File: src/rtl/riscv_pkg.sv
// Shared pipeline types: stage register structs, their widths and NOP bubbles.
// rv_pipe_stage sizes WIDTH and BUBBLE from these constants.
package riscv_pkg;

    localparam logic [31:0] NOP_INSTR = 32'h0000_0013;

    typedef struct packed {
        logic       reg_we;
        logic       mem_re;
        logic       mem_we;
        logic [3:0] alu_op;
    } ctrl_t;

    typedef struct packed {
        logic [31:0] pc;
        logic [31:0] instr;
    } if_id_t;

    typedef struct packed {
        logic [31:0] pc;
        logic [31:0] instr;
        logic [31:0] rs1_val;
        logic [31:0] rs2_val;
        logic [31:0] imm;
        ctrl_t       ctrl;
    } id_ex_t;

    typedef struct packed {
        logic [31:0] instr;
        logic [31:0] alu_res;
        logic [31:0] st_data;
        ctrl_t       ctrl;
    } ex_mem_t;

    typedef struct packed {
        logic [31:0] instr;
        logic [31:0] wb_data;
        ctrl_t       ctrl;
    } mem_wb_t;

    localparam int IF_ID_W  = $bits(if_id_t);
    localparam int ID_EX_W  = $bits(id_ex_t);
    localparam int EX_MEM_W = $bits(ex_mem_t);
    localparam int MEM_WB_W = $bits(mem_wb_t);

    localparam ctrl_t CTRL_NOP = '{reg_we: 1'b0, mem_re: 1'b0,
                                   mem_we: 1'b0, alu_op: 4'd0};

    localparam if_id_t IF_ID_BUBBLE = '{pc: 32'd0, instr: NOP_INSTR};

    localparam id_ex_t ID_EX_BUBBLE = '{pc: 32'd0, instr: NOP_INSTR,
                                        rs1_val: 32'd0, rs2_val: 32'd0,
                                        imm: 32'd0, ctrl: CTRL_NOP};

    localparam ex_mem_t EX_MEM_BUBBLE = '{instr: NOP_INSTR,
                                          alu_res: 32'd0,
                                          st_data: 32'd0,
                                          ctrl: CTRL_NOP};

    localparam mem_wb_t MEM_WB_BUBBLE = '{instr: NOP_INSTR,
                                          wb_data: 32'd0,
                                          ctrl: CTRL_NOP};

endpackage

File: src/rtl/rv_sat_counter.sv
// Saturating up-counter with synchronous clear (clear wins over increment).
module rv_sat_counter #(
    parameter int CNT_W = 16
) (
    input  logic             clk,
    input  logic             rst_n,
    input  logic             inc,
    input  logic             clr,
    output logic [CNT_W-1:0] value
);

    logic [CNT_W-1:0] r_value;

    always_ff @(posedge clk or negedge rst_n) begin
        if (!rst_n) begin
            r_value <= '0;
        end else if (clr) begin
            r_value <= '0;
        end else if (inc && (r_value != '1)) begin
            r_value <= r_value + 1'b1;
        end
    end

    assign value = r_value;

endmodule

File: src/rtl/rv_pipe_stage.sv
// Elastic pipeline register: DEPTH-entry ring buffer, flush, back-pressure count.
// Define RV_PIPE_BYPASS_EN for a combinational in-to-out path when empty.
module rv_pipe_stage
    import riscv_pkg::*;
#(
    parameter int               WIDTH  = 32,
    parameter int               DEPTH  = 2,
    parameter logic [WIDTH-1:0] BUBBLE = '0,
    parameter int               CNT_W  = 16
) (
    input  logic                         clk,
    input  logic                         rst_n,
    input  logic                         in_valid,
    output logic                         in_ready,
    input  logic [WIDTH-1:0]             in_data,
    output logic                         out_valid,
    input  logic                         out_ready,
    output logic [WIDTH-1:0]             out_data,
    input  logic                         flush,
    output logic [$clog2(DEPTH+1)-1:0]   count,
    output logic [CNT_W-1:0]             bp_cnt,
    input  logic                         bp_clr
);

    localparam int CW = $clog2(DEPTH + 1);
    localparam int PW = (DEPTH > 1) ? $clog2(DEPTH) : 1;

    logic [WIDTH-1:0] r_mem [DEPTH];
    logic [PW-1:0]    r_wr_ptr;
    logic [PW-1:0]    r_rd_ptr;
    logic [CW-1:0]    r_count;

    logic w_empty;
    logic w_full;
    logic w_push;
    logic w_pop;
    logic [PW-1:0] w_wr_nxt;
    logic [PW-1:0] w_rd_nxt;

    assign w_empty  = (r_count == '0);
    assign w_full   = (r_count == CW'(DEPTH));
    assign in_ready = !w_full;
    assign count    = r_count;
    assign w_pop    = !w_empty && out_ready && !flush;

`ifdef RV_PIPE_BYPASS_EN
    logic w_byp;
    assign w_byp     = w_empty && !flush && in_valid;
    assign out_valid = !w_empty || w_byp;
    assign out_data  = !w_empty ? r_mem[r_rd_ptr] :
                       (w_byp ? in_data : BUBBLE);
    // A bypassed word taken downstream this cycle is never stored
    assign w_push    = in_valid && !w_full && !flush &&
                       !(w_empty && out_ready);
`else
    assign out_valid = !w_empty;
    assign out_data  = !w_empty ? r_mem[r_rd_ptr] : BUBBLE;
    assign w_push    = in_valid && !w_full && !flush;
`endif

    // Wrap explicitly so DEPTH need not be a power of two
    assign w_wr_nxt = (r_wr_ptr == PW'(DEPTH - 1)) ? '0 : r_wr_ptr + 1'b1;
    assign w_rd_nxt = (r_rd_ptr == PW'(DEPTH - 1)) ? '0 : r_rd_ptr + 1'b1;

    always_ff @(posedge clk or negedge rst_n) begin
        if (!rst_n) begin
            r_wr_ptr <= '0;
            r_rd_ptr <= '0;
            r_count  <= '0;
        end else if (flush) begin
            r_wr_ptr <= '0;
            r_rd_ptr <= '0;
            r_count  <= '0;
        end else begin
            if (w_push) r_wr_ptr <= w_wr_nxt;
            if (w_pop)  r_rd_ptr <= w_rd_nxt;
            unique case ({w_push, w_pop})
                2'b10:   r_count <= r_count + 1'b1;
                2'b01:   r_count <= r_count - 1'b1;
                default: r_count <= r_count;
            endcase
        end
    end

    always_ff @(posedge clk or negedge rst_n) begin
        if (!rst_n) begin
            for (int i = 0; i < DEPTH; i++) r_mem[i] <= '0;
        end else if (w_push) begin
            r_mem[r_wr_ptr] <= in_data;
        end
    end

    rv_sat_counter #(
        .CNT_W (CNT_W)
    ) u_bp_cnt (
        .clk   (clk),
        .rst_n (rst_n),
        .inc   (in_valid && !in_ready),
        .clr   (bp_clr),
        .value (bp_cnt)
    );

endmodule
File: config.mk
export PLATFORM = sky130hd
export DESIGN_NAME = rv_pipe_stage
export DESIGN_NICKNAME = d
export VERILOG_FILES = /design/src/rtl/riscv_pkg.sv /design/src/rtl/rv_sat_counter.sv /design/src/rtl/rv_pipe_stage.sv
export SDC_FILE = /design/constraint.sdc
export NUM_CORES = 1
export LEC_CHECK = 0
export ABC_AREA = 1
export ABC_CLOCK_PERIOD_IN_PS = 4240
export CAP_MARGIN = 20
export CORE_AREA = 2 2 99 101
export DETAILED_ROUTE_END_ITERATION = 12
export DIE_AREA = 0 0 101 103
export GPL_TIMING_DRIVEN = 1
export PLACE_DENSITY_LB_ADDON = 0.12
export SETUP_SLACK_MARGIN = 0.15
export SYNTH_ARGS = -nofsm -noshare
export SYNTH_HDL_FRONTEND = slang
export SYNTH_SLANG_ARGS = --single-unit
File: constraint.sdc
create_clock -name clk -period 4.24 [get_ports clk]
set_input_delay 0.636 -clock clk [delete_from_list [all_inputs] [get_ports clk]]
set_output_delay 0.636 -clock clk [all_outputs]
set_load 0.02 [all_outputs]
==> flow_summary.yaml <==
sta:
  period_share: 0.703
  clock_skew_ns: 0.0115
  fmax_mhz: 335
  finalCriticalPeriod_ns: 2.98
  max_slew_margin: 0.493
  finalSetupViolations: 0
  slew_viol_final: 0
  finalSetupTns_ns: 0
  hold_viol: 0
  tightest_slew_ns: 0.759
  rsz0062_at_grt: "no"
yosys:
  syn-num-nets: 571
  synth_cell_types: 27
  synth_compound_area_frac: 0.131
  synth_xor_area_frac: 0.00639
  synth_area_sq_mm: 0.00411
  yosys.area_share.simple: 0.268
  postSynthAreaPerCell_sq_um: 7.72
  synth_top_family_by_area: "simple AND/OR/NAND/NOR gates"
  synthCells: 532
  muxShareOfSynthArea: 0
  yosysWarnings: 0
  yosys.area_share.adder: 0.00305
  ys_seq_area_frac: 0.512
  ys_top_cells_by_area: "dfrtp_1 (51%), nand2_1 (18%), o21ai_0 (6.0%)"
  netlist.area_leader.share: 0.512
  synth_seq_cells: 84
  synth_area_leader_cell: "dfrtp_1"
die:
  dieHeight_um: 103
  die_x_um: 101
  pin_count: 90
  rows: 36
  coreArea_sq_mm: 0.00946
  initial_core_util: 0.434
  fp.dieArea_sq_mm: 0.0104
cts:
  worst_skew_pair.late_latency_ns: 0.35
  clk_pin_slew_ns: 0.09
  cts_root_buf: "clkbuf_8"
  cts_num_sinks: 84
  cts_made_buffers: 9
  cts_hold_buf: 0
  clock_path_buffers: 2
  post_cts_resized: 0
  cts_setup_buffers: 0
  tritoncts: "built"
  cts.htree.levels: 3
detailed_routing:
  wl_per_cell_um: 13.4
  drt_wl_total_mm: 9.76
  drc: 0
  ant_nets: 0
  route.vias.total: 3655
  vias_per_cell: 5.01
  drt_iter0_drc: 182
  dr.pass1.iters: 4
power:
  peakVddDrop_v: 0.000290
  p_comb_frac: 0.402
  power_switching_mw: 1.26
  pwr-share-clk: 0.216
  pwr-share-seq: 0.382
  p_leak_nw: 2.46
  power_mw: 3.34
  switching_share: 0.378
  internal_power_mw: 2.08
  p_per_area_mw_per_mm2: 630
setup_path:
  cp-startpoint: "count[0]$_DFFE_PN0P_"
  critical_path_class: "flop to output pin"
  crit_path_max_fanout: 24
  arrival_ns: 2.35
  crit_path_start_kind: "flop"
  r2r_slack_ns: 2.14
  critPathRequiredTime_ns: 3.60
  reg2reg_from: "count[0]$_DFFE_PN0P_"
  endpoint_kind: "output pin"
worst_hold_path:
  hp-class: "primary input to asynchronous set/reset pin"
global_route:
  overflow: 0
  grt_usage: 0.202
  grt_pass1_wl_mm: 16.6
  grt_max_degree: 85
  antenna_found_initial: 0
  grt_pass1_vias: 3528
finish:
  final_common_cell: "nand2_1"
  layout_common_cells: "nand2_1 (195), clkdlybuf4s50_1 (88), dfrtp_1 (84)"
  layout.nets: 650
  post-route-util: 0.561
  num_antenna_cells: 0
  fin_cells: 730
  synthToLayoutAreaGrowth_pct: 29.2
  layout-drive-gt1-share: 0.0682
placed_design:
  globalplace.congestion: 0.916
  place_inst: 713
  dp_hpwl_mm: 6.39
  port-buffer-count: 89
run:
  drv_cap: 0
run_status:
  status: "complete, no violations"
-- metal layers --
metal  routed length [um]  part of all wire  track usage  up-vias
li1                     -                 -            -     1853
met1                 4670              0.48        0.273     1702
met2                 4600              0.47        0.337       87
met3                  358             0.037       0.0292       13
met4                  127             0.013       0.0624        0
met5                    0                 0            0        -
-- worst max-delay path, stage by stage, from the launching register on --
cell and delay, ns:
dfrtp_1 0.44, nor2_2 0.47, buf_4 0.40, a21oi_1 0.12
clkdlybuf4s50_1 0.56
-- cell type report --
| type | instances | area (sq um) |
|---|---|---|
| clock buffer | 10 | 138 |
| clock inverter | 6 | 118 |
| fill | 905 | 4150 |
| inverter | 51 | 194 |
| multi-input combinational | 371 | 1680 |
| sequential | 84 | 2100 |
| tap | 114 | 143 |
| timing repair buffer | 94 | 938 |
-- state kept, by name, summed over array words and instances (netlist names) --
register,flops
r_wr_ptr,1
count,2
r_rd_ptr,1
u_bp_cnt.value,16
r_mem,64
-- kinds of logic (layout without fill, tap and decap cells) --
kind of cell             after synthesis  after routing
XOR/XNOR                               3              3
adder cells (fa/ha/maj)                1              1
AND/OR/NAND/NOR                      262            262
buffers and inverters                 77            161
flip-flops                            84             84
AO/OA/AOI/OAI                        105            105
-- path summary, 6_finish.rpt --
path                                                  end  depth (start not counted)
max                                           out_data[0]                          4
min                        u_bp_cnt.value[15]$_DFFE_PN0P_                          1
max reg2reg                         r_mem[58]$_DFFE_PN0P_                          8
min reg2reg                         r_mem[11]$_DFFE_PN0P_                          2
max in group asynchronous           r_mem[44]$_DFFE_PN0P_                          2
min in group clk                    r_mem[11]$_DFFE_PN0P_                          2
-- cell usage after synthesis --
cell type    n
nand2_1    195
dfrtp_1     84
o21ai_0     49
inv_1       48
a21oi_1     32
nor2_1      22
o21ai_1     20
nand4_1     16
clkbuf_1    14
nand3_1     11
buf_2        7
nand2_2      7
nor2_2       4
o21bai_1     3
xor2_1       3
buf_1        2
buf_6        2
inv_2        2
nor3_1       2
or2_2        2
buf_12       1
ha_1         1
inv_4        1
nand3_2      1
nand3_4      1
nor2_4       1
o21ai_2      1
-- metrics by stage --
stage               instance area, sq um  setup WS [ns]  hold WS [ns]
floorplan                           4110           2.29         0.340
global placement                    5030           1.56         0.465
detailed placement                  5030           1.54         0.474
CTS                                 5290           1.24         0.496
global route                        5310           1.13         0.294
finish                              5310           1.26         0.255
-- power by group through the flow --
stage	Clock [mW]	Sequential, mW	Combinational [mW]
2_1_floorplan	0	1.26	0.820
3_3_place_gp	0	1.27	1.33
3_5_place_dp	0	1.28	1.35
4_1_cts	0.738	1.27	1.36
5_1_grt	0.771	1.32	1.51
6_report	0.722	1.28	1.34
Power figures use the tool's default switching activity.
==> patch: new RTL, same flow settings <==
Set the parameter `WIDTH` to 28 (it was 32).
--- a/src/rtl/rv_pipe_stage.sv
+++ b/src/rtl/rv_pipe_stage.sv
@@ -5,3 +5,3 @@
 #(
-    parameter int               WIDTH  = 32,
+    parameter int               WIDTH  = 28,
     parameter int               DEPTH  = 2,
Interface: changed (resized in_data and out_data); port bits go from 90 to 82. The function was not compared with the original's and may differ.
==> patch against the unedited design <==
Register-to-register slack better by 0.21 ns. Sequential power is 12% lower. Total power decreased by 14%. Synthesized area down 9.4%. Non-clock buffer count decreased by 9. Fmax fell by 2.8%. Design area fell by 9.5%. Critical endpoint is now out_data[15]. Sequential cell count down 8. Final cell count decreased by 7.1%. Sequential share of layout area about the same. Setup slack worse by 0.085 ns. Count of clock-buffer cells in the layout stayed put. Routed wire length down 8.0%.
==> patch: results (changes against the unedited design) <==
[yosys]
synth-seq-area-share_pct=51.1  ; -0.065 points
synth.area.top_cells=dfrtp_1 (51%), nand2_1 (18%), o21ai_0 (7.4%), inv_1 (4.4%), a21oi_1 (3.8%)
yosys_warnings=0  ; unchanged
synth.distinct_cells=25  ; -7.4%
yosys-top-cells-count=nand2_1 (179), dfrtp_1 (76), o21ai_0 (55)
syn_nets=522  ; -8.6%

[timing]
skew_ns=0.00812  ; -0.00337 ns
worst_slew_pin_slew_ns=1.02  ; +0.256 ns
min_period_over_period_pct=72.3  ; +2.0 points

[grt]
grt_pass1_vias=3068  ; -13%
grt_pass1_wl_mm=14.8  ; -11%
grt_max_degree=77  ; -9.4%
gr-usage-all-layers_pct=18.1  ; -2.1 points

[placed_design]
io_buffers=81  ; -9.0%
gp_congestion=0.780  ; -15%
place_ws_ns=1.51  ; -0.0278 ns
hpwl_mm=5.71  ; -11%

[power_and_ir_drop]
ir_drop_mv=0.355  ; +22%
switching_share_pct=38.5  ; +0.77 points
p_leak_uw=0.00224  ; -9.0%

[routing]
dr.pass1.iters=5  ; +1
avgViaCountPerCell=4.92  ; -1.8%
drt_iter0_drc=164  ; -9.9%
drt-wirelength-per-cell_um=13.2  ; -0.96%

[cells_and_area]
drive_above_1_share_pct=6.03  ; -0.79 points
fin_nets=594  ; -8.6%
fillers=931  ; +2.9%
largest_register_ffs=56  ; -13%

[worst_setup_path]
timing.rr.start=u_bp_cnt.value[0]$_DFFE_PN0P_
startpoint=r_rd_ptr$_DFFE_PN0P_
worst-r2r-setup-slack_ns=2.35  ; +0.21 ns
path_max_fanout=29  ; +21%
critPathArrivalTime_ns=2.43  ; +0.08 ns

[outcome]
status=complete, no violations

[clock_tree]
clk_path_buf_depth=2  ; unchanged

==> patch: cell types whose count changed after synthesis, moves of 3 or more <==
cell      before  now
nor2_2         4    1
nor2_1        22   27
nand2_2        7    4
clkbuf_1      14    7
nand4_1       16   12
dfrtp_1       84   76
a21oi_1       32   28
o21ai_0       49   55
o21ai_1       20    6
nand2_1      195  179
inv_1         48   44
==> patch: final cells by class <==
class | count | area share (%)
flip-flops and latches | 76 | 39.6
repair buffers | 85 | 18.0
clock buffers | 10 | 2.66
clock inverters | 6 | 1.35
well taps | 114 | 2.97
inverters | 46 | 3.59
multi-input cells | 341 | 31.9
==> patch: logic make-up after synthesis <==
group,count (synthesis),synth area share [%]
AO/OA/AOI/OAI,91,12.4
XOR/XNOR,5,1.18
adder cells (fa/ha/maj),1,0.336
buffers and inverters,70,7.93
flip-flops,76,51.1
AND/OR/NAND/NOR,244,27.1
==> patch: worst paths after layout <==
kind,end,cells after the start
min in group clk,r_mem[4]$_DFFE_PN0P_,2
min,r_mem[23]$_DFFE_PN0P_,1
max,out_data[15],4
max reg2reg,u_bp_cnt.value[2]$_DFFE_PN0P_,9
min reg2reg,r_mem[4]$_DFFE_PN0P_,2
max in group asynchronous,r_mem[33]$_DFFE_PN0P_,1
==> patch: critical path, cell delays in order, from the launching register on <==
cell and delay [ns]:
dfrtp_1 0.38, inv_1 0.74, nand2_1 0.11, a21oi_1 0.23, clkdlybuf4s50_1 0.65
==> patch: power by group through the flow <==
stage / combinational [uW] / clock, uW / sequential [uW]
2_1_floorplan: 720 / 0 / 1130
3_5_place_dp: 1200 / 0 / 1150
4_1_cts: 1210 / 560 / 1130
5_1_grt: 1330 / 587 / 1170
3_3_place_gp: 1180 / 0 / 1140
6_report: 1200 / 541 / 1130
==> patch: per-stage QoR <==
step	hold slack, ns	cells	cell area [um2]
detailed placement	0.473	660	4570
CTS	0.471	676	4770
finish	0.445	678	4810
global route	0.495	678	4810
global placement	0.466	660	4570
floorplan	0.340	487	3720
==> patch: metal layers <==
| layer | GRT usage [%] | up-vias | routed length [um] |
|---|---|---|---|
| li1 | - | 1687 | - |
| met1 | 24.3 | 1545 | 4120 |
| met2 | 28.9 | 97 | 4170 |
| met3 | 5.22 | 6 | 589 |
| met4 | 4.89 | 0 | 88 |
| met5 | 0 | - | 0 |
